**config.mk**
```make
export PLATFORM = sky130hd
export DESIGN_NAME = icache
export DESIGN_NICKNAME = d
export VERILOG_FILES = /design/src/rtl/icache_pkg.sv /design/src/rtl/icache_cache_line_array.sv /design/src/rtl/icache.sv
export SDC_FILE = /design/constraint.sdc
export NUM_CORES = 1
export LEC_CHECK = 0
export ABC_AREA = 0
export CAP_MARGIN = 30
export CORE_AREA = 2 2 244 174
export DETAILED_ROUTE_END_ITERATION = 8
export DIE_AREA = 0 0 246 176
export SETUP_SLACK_MARGIN = 0.02
export SLEW_MARGIN = 25
export SYNTH_ARGS = -nofsm -noshare
export SYNTH_HDL_FRONTEND = slang
export SYNTH_SLANG_ARGS = --single-unit
```
**constraint.sdc**
```tcl
create_clock -name clk -period 9.5 [get_ports clk]
set_input_delay 1.9 -clock clk [delete_from_list [all_inputs] [get_ports clk]]
set_output_delay 1.9 -clock clk [all_outputs]
set_load 0.02 [all_outputs]
```
**src/rtl/icache_pkg.sv**
```systemverilog
// Shared constants for the instruction cache: default geometry, FSM state
// encodings and a saturating counter helper.
package icache_pkg;

  localparam int ICACHE_WORD_SIZE  = 16;
  localparam int ICACHE_LINE_WORDS = 4;
  localparam int ICACHE_NUM_LINES  = 4;
  localparam int ICACHE_CNT_W      = 16;

  typedef enum logic {
    ICACHE_STATE_IDLE = 1'b0,
    ICACHE_STATE_FILL = 1'b1
  } icache_state_e;

  function automatic logic [ICACHE_CNT_W-1:0] sat_inc(input logic [ICACHE_CNT_W-1:0] v);
    return (v == {ICACHE_CNT_W{1'b1}}) ? v : v + 1'b1;
  endfunction

endpackage

```
**src/rtl/icache_cache_line_array.sv**
```systemverilog
// Valid/tag/data storage for the direct-mapped cache: one combinational read
// port, one write port and a synchronous clear of every valid bit.
module cache_line_array
  import icache_pkg::*;
#(
  parameter int WORD_SIZE  = ICACHE_WORD_SIZE,
  parameter int LINE_WORDS = ICACHE_LINE_WORDS,
  parameter int NUM_LINES  = ICACHE_NUM_LINES,
  parameter int IDX_W      = 2,
  parameter int TAG_W      = 12
) (
  input  logic                            clk,
  input  logic                            reset_n,
  input  logic [IDX_W-1:0]                rd_index,
  output logic                            rd_valid,
  output logic [TAG_W-1:0]                rd_tag,
  output logic [LINE_WORDS*WORD_SIZE-1:0] rd_line,
  input  logic                            wr_en,
  input  logic [IDX_W-1:0]                wr_index,
  input  logic [TAG_W-1:0]                wr_tag,
  input  logic [LINE_WORDS*WORD_SIZE-1:0] wr_line,
  input  logic                            wr_valid,
  input  logic                            clear_all
);

  logic [NUM_LINES-1:0]            valid_q;
  logic [TAG_W-1:0]                tag_q  [NUM_LINES];
  logic [LINE_WORDS*WORD_SIZE-1:0] data_q [NUM_LINES];

  assign rd_valid = valid_q[rd_index];
  assign rd_tag   = tag_q[rd_index];
  assign rd_line  = data_q[rd_index];

  // A write in the same cycle as a clear lands last; callers pass wr_valid=0 then.
  always_ff @(posedge clk or negedge reset_n) begin
    if (!reset_n) begin
      valid_q <= '0;
    end else begin
      if (clear_all) valid_q <= '0;
      if (wr_en) valid_q[wr_index] <= wr_valid;
    end
  end

  always_ff @(posedge clk) begin
    if (wr_en) begin
      tag_q[wr_index]  <= wr_tag;
      data_q[wr_index] <= wr_line;
    end
  end

endmodule

```
**src/rtl/icache.sv**
```systemverilog
// Direct-mapped read-only instruction cache: zero-latency hits, whole-line
// fills over a mem_read/mem_valid handshake, saturating hit/miss counters.
module icache
  import icache_pkg::*;
#(
  parameter int WORD_SIZE  = ICACHE_WORD_SIZE,
  parameter int LINE_WORDS = ICACHE_LINE_WORDS,
  parameter int NUM_LINES  = ICACHE_NUM_LINES
) (
  input  logic                            clk,
  input  logic                            reset_n,
  input  logic                            i_mem_read,
  input  logic [WORD_SIZE-1:0]            i_address,
  input  logic                            invalidate,
  output logic                            i_ready,
  output logic [WORD_SIZE-1:0]            i_data,
  output logic                            mem_read,
  output logic [WORD_SIZE-1:0]            mem_address,
  input  logic [LINE_WORDS*WORD_SIZE-1:0] mem_data,
  input  logic                            mem_valid,
  output logic [ICACHE_CNT_W-1:0]         hit_count,
  output logic [ICACHE_CNT_W-1:0]         miss_count,
  output logic                            dbg_state
);

  // Handshake: mem_read rises the cycle after a miss and stays high until the
  // single mem_valid pulse; that pulse completes the fill and mem_read drops
  // the next cycle. mem_valid seen while not filling has no effect.

  localparam int OFF_W = $clog2(LINE_WORDS);
  localparam int IDX_W = $clog2(NUM_LINES);
  localparam int TAG_W = WORD_SIZE - OFF_W - IDX_W;

  icache_state_e            state_q;
  logic                     mem_read_q;
  logic [WORD_SIZE-1:0]     mem_address_q;
  logic [IDX_W-1:0]         fill_idx_q;
  logic [TAG_W-1:0]         fill_tag_q;
  logic                     drop_q;
  logic [ICACHE_CNT_W-1:0]  hit_cnt_q, hit_cnt_d;
  logic [ICACHE_CNT_W-1:0]  miss_cnt_q, miss_cnt_d;

  logic [OFF_W-1:0]         addr_off;
  logic [IDX_W-1:0]         addr_idx;
  logic [TAG_W-1:0]         addr_tag;
  logic                     rd_valid;
  logic [TAG_W-1:0]         rd_tag;
  logic [LINE_WORDS*WORD_SIZE-1:0] rd_line;
  logic                     lookup, hit, miss;
  logic                     wr_en, wr_valid;

  assign addr_off = i_address[OFF_W-1:0];
  assign addr_idx = i_address[OFF_W +: IDX_W];
  assign addr_tag = i_address[WORD_SIZE-1 -: TAG_W];

  cache_line_array #(
    .WORD_SIZE  (WORD_SIZE),
    .LINE_WORDS (LINE_WORDS),
    .NUM_LINES  (NUM_LINES),
    .IDX_W      (IDX_W),
    .TAG_W      (TAG_W)
  ) u_lines (
    .clk       (clk),
    .reset_n   (reset_n),
    .rd_index  (addr_idx),
    .rd_valid  (rd_valid),
    .rd_tag    (rd_tag),
    .rd_line   (rd_line),
    .wr_en     (wr_en),
    .wr_index  (fill_idx_q),
    .wr_tag    (fill_tag_q),
    .wr_line   (mem_data),
    .wr_valid  (wr_valid),
    .clear_all (invalidate)
  );

  assign lookup = (state_q == ICACHE_STATE_IDLE) && i_mem_read && !invalidate;
  assign hit    = lookup && rd_valid && (rd_tag == addr_tag);
  assign miss   = lookup && !hit;

  // A fill overlapped by an invalidate still writes its data but stays invalid.
  assign wr_en    = (state_q == ICACHE_STATE_FILL) && mem_valid;
  assign wr_valid = !(drop_q || invalidate);

  assign hit_cnt_d  = hit  ? sat_inc(hit_cnt_q)  : hit_cnt_q;
  assign miss_cnt_d = miss ? sat_inc(miss_cnt_q) : miss_cnt_q;

  assign i_ready     = hit;
  assign i_data      = rd_line[addr_off*WORD_SIZE +: WORD_SIZE];
  assign mem_read    = mem_read_q;
  assign mem_address = mem_address_q;
  assign hit_count   = hit_cnt_q;
  assign miss_count  = miss_cnt_q;
  assign dbg_state   = state_q;

  always_ff @(posedge clk or negedge reset_n) begin
    if (!reset_n) begin
      state_q       <= ICACHE_STATE_IDLE;
      mem_read_q    <= 1'b0;
      mem_address_q <= '0;
      fill_idx_q    <= '0;
      fill_tag_q    <= '0;
      drop_q        <= 1'b0;
      hit_cnt_q     <= '0;
      miss_cnt_q    <= '0;
    end else begin
      hit_cnt_q  <= hit_cnt_d;
      miss_cnt_q <= miss_cnt_d;
      case (state_q)
        ICACHE_STATE_IDLE: begin
          if (miss) begin
            state_q       <= ICACHE_STATE_FILL;
            mem_read_q    <= 1'b1;
            mem_address_q <= {i_address[WORD_SIZE-1:OFF_W], {OFF_W{1'b0}}};
            fill_idx_q    <= addr_idx;
            fill_tag_q    <= addr_tag;
            drop_q        <= 1'b0;
          end
        end
        ICACHE_STATE_FILL: begin
          if (invalidate) drop_q <= 1'b1;
          if (mem_valid) begin
            state_q    <= ICACHE_STATE_IDLE;
            mem_read_q <= 1'b0;
            drop_q     <= 1'b0;
          end
        end
      endcase
    end
  end

endmodule

```
==> results.json, run 1 <==
{
  "die_h_um": 176,
  "leakagePower_nw": 5.85,
  "dr_total_vias": 7003,
  "synthCells": 691,
  "drt_pass1_iterations": 5,
  "die_w_um": 246,
  "worst_pin_slew_ns": 0.952,
  "clockRootBuffer": "clkbuf_16",
  "synth.distinct_cells": 49,
  "cts_buffers": 38,
  "core_sq_um": 40700,
  "drc": 0,
  "dieArea_sq_um": 43300,
  "power.total_w": 0.00371,
  "period_minus_slack_ns": 6.86,
  "layout-drive-gt1-share": 0.222,
  "grt_max_degree": 61,
  "port_buffers": 149,
  "cts_buffer_depth": 3,
  "io_pins": 152,
  "synth_top_cell_by_area": "edfxtp_1",
  "clockPowerShare": 0.410,
  "dp_hpwl_um": 17800,
  "viasPerCell": 4.87,
  "clock-sinks": 357,
  "fmax_mhz": 146,
  "synth_top_area_share": 0.645,
  "area_delta_synth_final_pct": 24.6,
  "power_frac_comb": 0.095,
  "hold_path.class": "flip-flop to flip-flop",
  "cpMaxStageDelayCell": "buf_4",
  "hold_viol": 0,
  "async_reset_ff_frac": 0.148,
  "finalSetupViolations": 0,
  "ant_nets": 0,
  "start_kind": "input port",
  "clkTransAtPathRegs_ns": 0.06,
  "drtIter0Drc": 428,
  "rows": 62,
  "crit_fanout": 43,
  "cts-hold-fix-buffers": 0,
  "synthFlopType": "edfxtp_1",
  "worst_path_dominant_cell_family": "buffers and inverters",
  "grtUsageTotal": 0.137,
  "tritoncts": "built",
  "finalClockSkew_ns": 0.0156,
  "ir_worst_vdd_mv": 0.173,
  "fin_setup_tns_ns": 0,
  "clk_latency_ns": 0.52,
  "grt_pass1_vias": 7463,
  "syn_avg_cell_area_sq_um": 20.5,
  "grt-ovfl-total": 0,
  "grt_pass1_wl_um": 44900,
  "wl_per_cell_um": 20.4,
  "switching_share": 0.219,
  "maxSlewHeadroom": 0.364,
  "synth.most_common_cell": "edfxtp_1",
  "final_nets": 951,
  "synthTopCellsByArea": "edfxtp_1, mux4_2, dfrtp_1",
  "path_buf_inv": 3,
  "htreeDepth": 2,
  "endpoint_kind": "output port",
  "drv_cap": 0,
  "power-per-cell-area_nw_per_um2": 211,
  "pwr-share-seq": 0.495,
  "synth_edf_count": 304,
  "cts_setup_buffers": 0,
  "synthTopCellsByCount": "edfxtp_1, mux4_2, dfrtp_1, xnor2_1, nand2_1",
  "routed_wl_um": 29300,
  "slowest_delay_ns": 0.80,
  "p_int_w": 0.00290,
  "power_switching_w": 0.000814,
  "fin_crit_sh": 0.722,
  "cts_resized": 0,
  "ys_seq_area_frac": 0.739,
  "ys_seq_elements": 357,
  "cp_data_arrival_time_ns": 4.96,
  "critPathKind": "input port to output port",
  "synth_area_sq_um": 14100,
  "rsz0062_at_grt": "false",
  "antenna_found_initial": 1,
  "place_congestion": 0.717,
  "drv_slew": 0,
  "yosysWarnings": 0,
  "worstPathCellList": "buf_4, buf_4, mux4_2, mux4_2, clkdlybuf4s50_1",
  "critPathRequiredTime_ns": 7.60,
  "initial_utilization": 0.347,
  "diodes": 0,
  "status": "finished clean"
}
## layout make-up
class | instances | area [sq um]
Clock inverter | 18 | 201
Fill cell | 3544 | 23100
Inverter | 9 | 35.0
Clock buffer | 51 | 1110
Multi-Input combinational cell | 296 | 3510
Timing Repair Buffer | 162 | 1620
Tap cell | 544 | 681
Sequential cell | 357 | 10500
## flip-flops by register name (all words and copies together), names as in the netlist
register,count
dbg_state,1
u_lines.data_q,256
miss_count,16
mem_address,1
hit_count,16
mem_read,1
drop_q,1
fill_tag_q,12
fill_idx_q,1
u_lines.tag_q,48
u_lines.valid_q,4
## per-layer routing
metal  GRT usage  share of wire  vias to the layer above
met2       0.215           0.47                      174
met3      0.0296          0.052                       25
li1            -              -                     3153
met5           0        0.00027                        -
met1       0.197           0.47                     3649
met4      0.0301         0.0099                        2
## cell families (layout without fill, tap and decap cells)
logic type	Yosys count	in the layout	synth area share
other cells	1	2	0.000265
buf+inv	39	240	0.0142
compound gates	21	21	0.0122
simple gates	112	112	0.0439
flops	357	357	0.739
xor+xnor	39	39	0.0241
mux	120	120	0.164
fa+ha+maj	2	2	0.00177
## layout by cell type (no fill, tap or decap), types with 11 or more instances in the layout
cell and n:
and3_1 11, nand3_1 18, mux2i_1 11, nand2_1 24, clkdlybuf4s50_1 146, edfxtp_1 304
nor2_1 14, xnor2_1 32, mux2_2 17, dfrtp_1 53, buf_4 12, clkbuf_16 41
mux4_2 87
## power groups by stage
stage	Clock (W)	Sequential (W)	Combinational (W)
CTS	0.00157	0.00184	0.000361
global route	0.00164	0.00185	0.000378
floorplan	0	0.00189	0.000157
detailed placement	0	0.00187	0.000358
global placement	0	0.00187	0.000353
finish	0.00152	0.00184	0.000352
## path summary, 6_finish.rpt
kind	startpoint	endpoint	slack, ns	depth (start not counted)
worst min register to register	hit_count[13]	hit_count[13]	0.49	1
min in group asynchronous	reset_n	hit_count[9]	1.52	2
worst min-delay path	hit_count[13]	hit_count[13]	0.49	1
worst max register to register	u_lines.tag_q[3][8]	hit_count[1]	6.59	7
worst max-delay path	i_address[2]	i_data[5]	2.64	5
max in group asynchronous	reset_n	fill_tag_q[1]	7.46	2
## metrics by stage
| stage | hold WS [ns] | setup slack (ns) | std cells | utilization | area, sq um |
|---|---|---|---|---|---|
| floorplan | 0.466 | 1.62 | 692 | - | 14100 |
| global placement | 0.484 | 2.55 | 1365 | 0.399 | 16200 |
| detailed placement | 0.489 | 2.53 | 1367 | 0.400 | 16300 |
| CTS | 0.502 | 2.50 | 1436 | 0.432 | 17600 |
| global route | 0.515 | 2.35 | 1437 | 0.433 | 17600 |
| finish | 0.493 | 2.64 | 1437 | 0.433 | 17600 |
Note: power is estimated with default switching activity, not from simulation.
==> run 2: changes to the inputs <==
Clock period 9.5 ns to 6.4 ns, I/O delays scaled along.
==> run 2 against run 1 <==
Effect of this change:
- critical path depth unchanged
- register-to-register slack worse by 3.1 ns
- sequential power up 48%
- core utilization down 0.14 points
- combinational power up 47%
- power up 47%
- critical endpoint is now i_data[2]
==> results.json, run 2 (same netlist as run 1, synthesis figures left out) <==
{
  "layout_commonest_cell": "edfxtp_1",
  "use_met1": 0.190,
  "power_switching_w": 0.00120,
  "hold_path.class": "flip-flop to flip-flop",
  "status": "finished clean",
  "die_h_um": 176,
  "fillers": 3508,
  "multi_input_area_sq_um": 3520,
  "ant_nets": 0,
  "drt_pass1_iterations": 4,
  "fin_crit_sh": 0.812,
  "final_area_sq_um": 17600,
  "critPathRequiredTime_ns": 5.12,
  "rsz0062_at_grt": "false",
  "switching_share": 0.219,
  "dr_total_vias": 6900,
  "pwr-share-seq": 0.501,
  "reg2reg_slack_ns": 3.52,
  "largest_reg_flops": 256,
  "reg2reg_depth": 7,
  "clockPowerShare": 0.404,
  "power_frac_comb": 0.095,
  "fmax_mhz": 192,
  "area_delta_synth_final_pct": 24.2,
  "place_congestion": 0.710,
  "cts_buffer_depth": 3,
  "clockRootBuffer": "clkbuf_16",
  "htreeDepth": 2,
  "crit_path_start": "i_address[2]",
  "diodes": 0,
  "drc": 0,
  "finalClockSkew_ns": 0.00998,
  "io_pins": 152,
  "dieArea_sq_um": 43300,
  "start_kind": "input port",
  "finalSetupViolations": 0,
  "cts_setup_buffers": 0,
  "critPathKind": "input port to output port",
  "r2r-start": "u_lines.tag_q[3][8]",
  "worstReg2RegEnd": "hit_count[1]",
  "cp_data_arrival_time_ns": 3.92,
  "core_sq_um": 40700,
  "port_buffers": 149,
  "grt_pass1_vias": 7375,
  "clkTransAtPathRegs_ns": 0.06,
  "grt_pass1_wl_um": 44500,
  "finalNonFillerCells": 1434,
  "grt_max_degree": 54,
  "power-per-cell-area_nw_per_um2": 311,
  "gr-usage-met3": 0.0312,
  "layout-drive-gt1-share": 0.221,
  "maxSlewHeadroom": 0.403,
  "grt-busiest-layer": "met2",
  "regArea_sq_um": 10500,
  "final_nets": 950,
  "wl_per_cell_um": 20.1,
  "cts_resized": 0,
  "routed_wl_um": 28800,
  "power.total_w": 0.00546,
  "initial_utilization": 0.347,
  "dpl_cell_area_sq_um": 16300,
  "grtUsageTotal": 0.135,
  "endpoint_kind": "output port",
  "ir_worst_vdd_mv": 0.152,
  "fin_setup_tns_ns": 0,
  "clk_latency_ns": 0.52,
  "p_int_w": 0.00426,
  "drtIter0Drc": 408,
  "period_minus_slack_ns": 5.20,
  "regMostFlops": "u_lines.data_q",
  "rows": 62,
  "hold_viol": 0,
  "tritoncts": "built",
  "min_delay_path_depth": 1,
  "drv_slew": 0,
  "leakagePower_nw": 5.82,
  "drv_cap": 0,
  "layout_common_cells": "edfxtp_1, clkdlybuf4s50_1, mux4_2",
  "top_regs": "u_lines.data_q (256), u_lines.tag_q (48)",
  "met2_usage": 0.212,
  "cts-hold-fix-buffers": 0,
  "dp_hpwl_um": 17600,
  "grt-ovfl-total": 0,
  "antenna_found_initial": 2,
  "dp_cells": 1368,
  "die_w_um": 246,
  "crit_fanout": 42,
  "finish.utilization": 0.431,
  "clock-sinks": 357,
  "worst_pin_slew_ns": 0.896,
  "crit_path_end": "i_data[2]",
  "cts_buffers": 36,
  "viasPerCell": 4.81
}
-- run 2: changes by cell type in the layout (fill, tap and decap cells not counted), moves of 2 or more --
| cell | previous run | this run |
|---|---|---|
| clkbuf_8 | 5 | 0 |
| bufinv_16 | 4 | 7 |
| clkbuf_1 | 5 | 2 |
| inv_6 | 0 | 2 |
| clkbuf_16 | 41 | 37 |
| buf_4 | 12 | 14 |
| clkinvlp_4 | 3 | 5 |
-- run 2: per-layer routing --
layer  vias up  part of all wire
met5         -           0.00083
met4         4             0.017
met3        46             0.040
met2       112              0.47
met1      3591              0.47
li1       3147                 -
-- run 2: through the flow --
| stage | setup WS [ns] | hold WS (ns) |
|---|---|---|
| after floorplan | 1.09 | 0.466 |
| after detailed placement | 1.14 | 0.482 |
| final | 1.20 | 0.495 |
| after global routing | 1.01 | 0.510 |
| after global placement | 1.15 | 0.483 |
| after CTS | 1.11 | 0.495 |
-- run 2: area by class of cell --
| type | instances | share of cell area |
|---|---|---|
| Clock buffer | 39 | 0.0531 |
| Clock inverter | 26 | 0.0184 |
| Inverter | 9 | 0.00199 |
| Multi-Input combinational cell | 296 | 0.200 |
| Sequential cell | 357 | 0.595 |
| Tap cell | 544 | 0.0387 |
| Timing Repair Buffer | 163 | 0.0922 |
-- run 2: worst min-delay path by stage --
stage | from | to
after floorplan | drop_q | u_lines.valid_q[2]
after global placement | miss_count[8] | miss_count[8]
after detailed placement | miss_count[8] | miss_count[8]
after CTS | miss_count[8] | miss_count[8]
after global routing | miss_count[10] | miss_count[10]
final | hit_count[4] | hit_count[4]
-- run 2: critical path: stages --
cell             delay, ns
buf_4                 0.58
buf_12                0.40
mux4_2                0.56
mux4_2                0.47
clkdlybuf4s50_1       0.57
-- run 2: power by group through the flow --
stage / logic, W / registers, W / clock network, W
after floorplan: 0.000233 / 0.00281 / 0
after global placement: 0.000522 / 0.00278 / 0
after detailed placement: 0.000526 / 0.00278 / 0
after CTS: 0.000529 / 0.00274 / 0.00228
after global routing: 0.000558 / 0.00275 / 0.00237
final: 0.000519 / 0.00273 / 0.00221
==> run 3: changes to the inputs <==
Clock period 6.4 ns to 5.1 ns, I/O delays scaled along.
==> run 3 against run 2 <==
Effect of this change:
- highest routed layer unchanged
- clock skew rose by 0.013 ns
- wire length grew 2.3%
- critical endpoint is now i_ready
- die area did not move
==> results.json, run 3 (same netlist as run 1, synthesis figures left out) <==
{
  "status": "finished clean",
  "cp_data_arrival_time_ns": 3.39,
  "wl_per_cell_um": 20.4,
  "finalClockSkew_ns": 0.0229,
  "whs_ns": 0.487,
  "htreeDepth": 2,
  "dpl_worst_slack_ns": 0.649,
  "drv_cap": 0,
  "dieArea_sq_um": 43300,
  "regArea_sq_um": 10500,
  "area_delta_synth_final_pct": 24.7,
  "diodes": 0,
  "top_regs": "u_lines.data_q (256), u_lines.tag_q (48)",
  "drc": 0,
  "fin_setup_tns_ns": 0,
  "cts_buffers": 39,
  "drv_slew": 0,
  "grt_max_degree": 78,
  "cts_setup_buffers": 0,
  "cts_resized": 0,
  "antenna_found_initial": 1,
  "drtIter0Drc": 479,
  "period_minus_slack_ns": 4.41,
  "start_kind": "input port",
  "rows": 62,
  "maxSlewHeadroom": 0.477,
  "largest_reg_flops": 256,
  "hold_path.class": "flip-flop to flip-flop",
  "cts-hold-fix-buffers": 0,
  "cpMaxStageDelayCell": "clkdlybuf4s50_1",
  "layout_commonest_cell": "edfxtp_1",
  "crit_path_frequent_cell": "buf_4",
  "worst_pin_slew_ns": 0.782,
  "fmax_mhz": 227,
  "clkTransAtPathRegs_ns": 0.06,
  "endpoint_kind": "output port",
  "regMostFlops": "u_lines.data_q",
  "drt_pass1_iterations": 4,
  "fin_crit_sh": 0.865,
  "port_buffers": 149,
  "rsz0062_at_grt": "false",
  "critPathRequiredTime_ns": 4.08,
  "power-per-cell-area_nw_per_um2": 387,
  "core_sq_um": 40700,
  "initial_utilization": 0.347,
  "clockRootBuffer": "clkbuf_16",
  "clock-sinks": 357,
  "viasPerCell": 4.86,
  "fillers": 3512,
  "place_congestion": 0.751,
  "routed_wl_um": 29400,
  "cts_buffer_depth": 3,
  "io_pins": 152,
  "final_nets": 956,
  "dp_hpwl_um": 17900,
  "power.total_w": 0.00682,
  "layout-drive-gt1-share": 0.224,
  "crit_fanout": 33,
  "finalWorstSetupSlack_ns": 0.689,
  "finalSetupViolations": 0,
  "dr_total_vias": 7013,
  "leakagePower_nw": 5.85,
  "grt-ovfl-total": 0,
  "critPathKind": "input port to output port",
  "ir_worst_vdd_mv": 0.202,
  "clk_latency_ns": 0.53,
  "grt_pass1_vias": 7574,
  "ant_nets": 0,
  "die_w_um": 246,
  "die_h_um": 176,
  "layout_common_cells": "edfxtp_1, clkdlybuf4s50_1, mux4_2",
  "grt_pass1_wl_um": 45600,
  "tritoncts": "built",
  "hold_viol": 0,
  "worstPathCellList": "buf_4, buf_4, mux2i_1, xor2_1, o2111ai_1, a21oi_1, and3_1, clkdlybuf4s50_1",
  "finish.utilization": 0.433,
  "slowest_delay_ns": 0.62,
  "grtUsageTotal": 0.139,
  "multi_input_area_sq_um": 3520
}
run 3: critical path: cells and delay by family:
kind / cells / cell delay, ns
compound gates: 2 / 0.26
xor+xnor: 1 / 0.23
buf+inv: 3 / 1.39
mux: 1 / 0.24
simple gates: 1 / 0.22
run 3: layer usage:
| metal | routed length [um] | track usage | vias to the layer above |
|---|---|---|---|
| met2 | 14400 | 0.226 | 141 |
| met1 | 13100 | 0.189 | 3670 |
| met5 | 16 | 0 | - |
| li1 | - | - | 3159 |
| met4 | 444 | 0.0338 | 2 |
| met3 | 1490 | 0.0315 | 41 |
run 3: final cells by class:
| type | instances | area share |
|---|---|---|
| flip-flops and latches | 357 | 0.593 |
| multi-input cells | 296 | 0.199 |
| repair buffers | 166 | 0.0969 |
| clock buffers | 46 | 0.0580 |
| well taps | 544 | 0.0386 |
| clock inverters | 24 | 0.0126 |
| inverters | 9 | 0.00199 |
run 3: metrics by stage:
stage                     instance area, sq um  instances
after global placement                   16400       1372
after detailed placement                 16400       1372
after floorplan                          14200        692
after global routing                     17600       1442
final                                    17600       1442
after CTS                                17600       1442
run 3: path summary, 6_finish.rpt:
check,from,endpoint,slack (ns),cells after the start
worst max-delay path,i_address[3],i_ready,0.69,8
worst min-delay path,hit_count[4],hit_count[4],0.49,1
worst max register to register,u_lines.tag_q[3][8],hit_count[11],2.37,8
worst min register to register,hit_count[4],hit_count[4],0.49,1
max in group asynchronous,reset_n,fill_tag_q[2],3.97,2
min in group asynchronous,reset_n,hit_count[12],0.61,2
run 3: where the power goes:
part	leakage, nW	switching [W]	internal (W)
clock network	0.604	0.00114	0.00160
registers	3.44	0.0000894	0.00334
logic	1.81	0.000332	0.000328
total	5.85	0.00156	0.00527
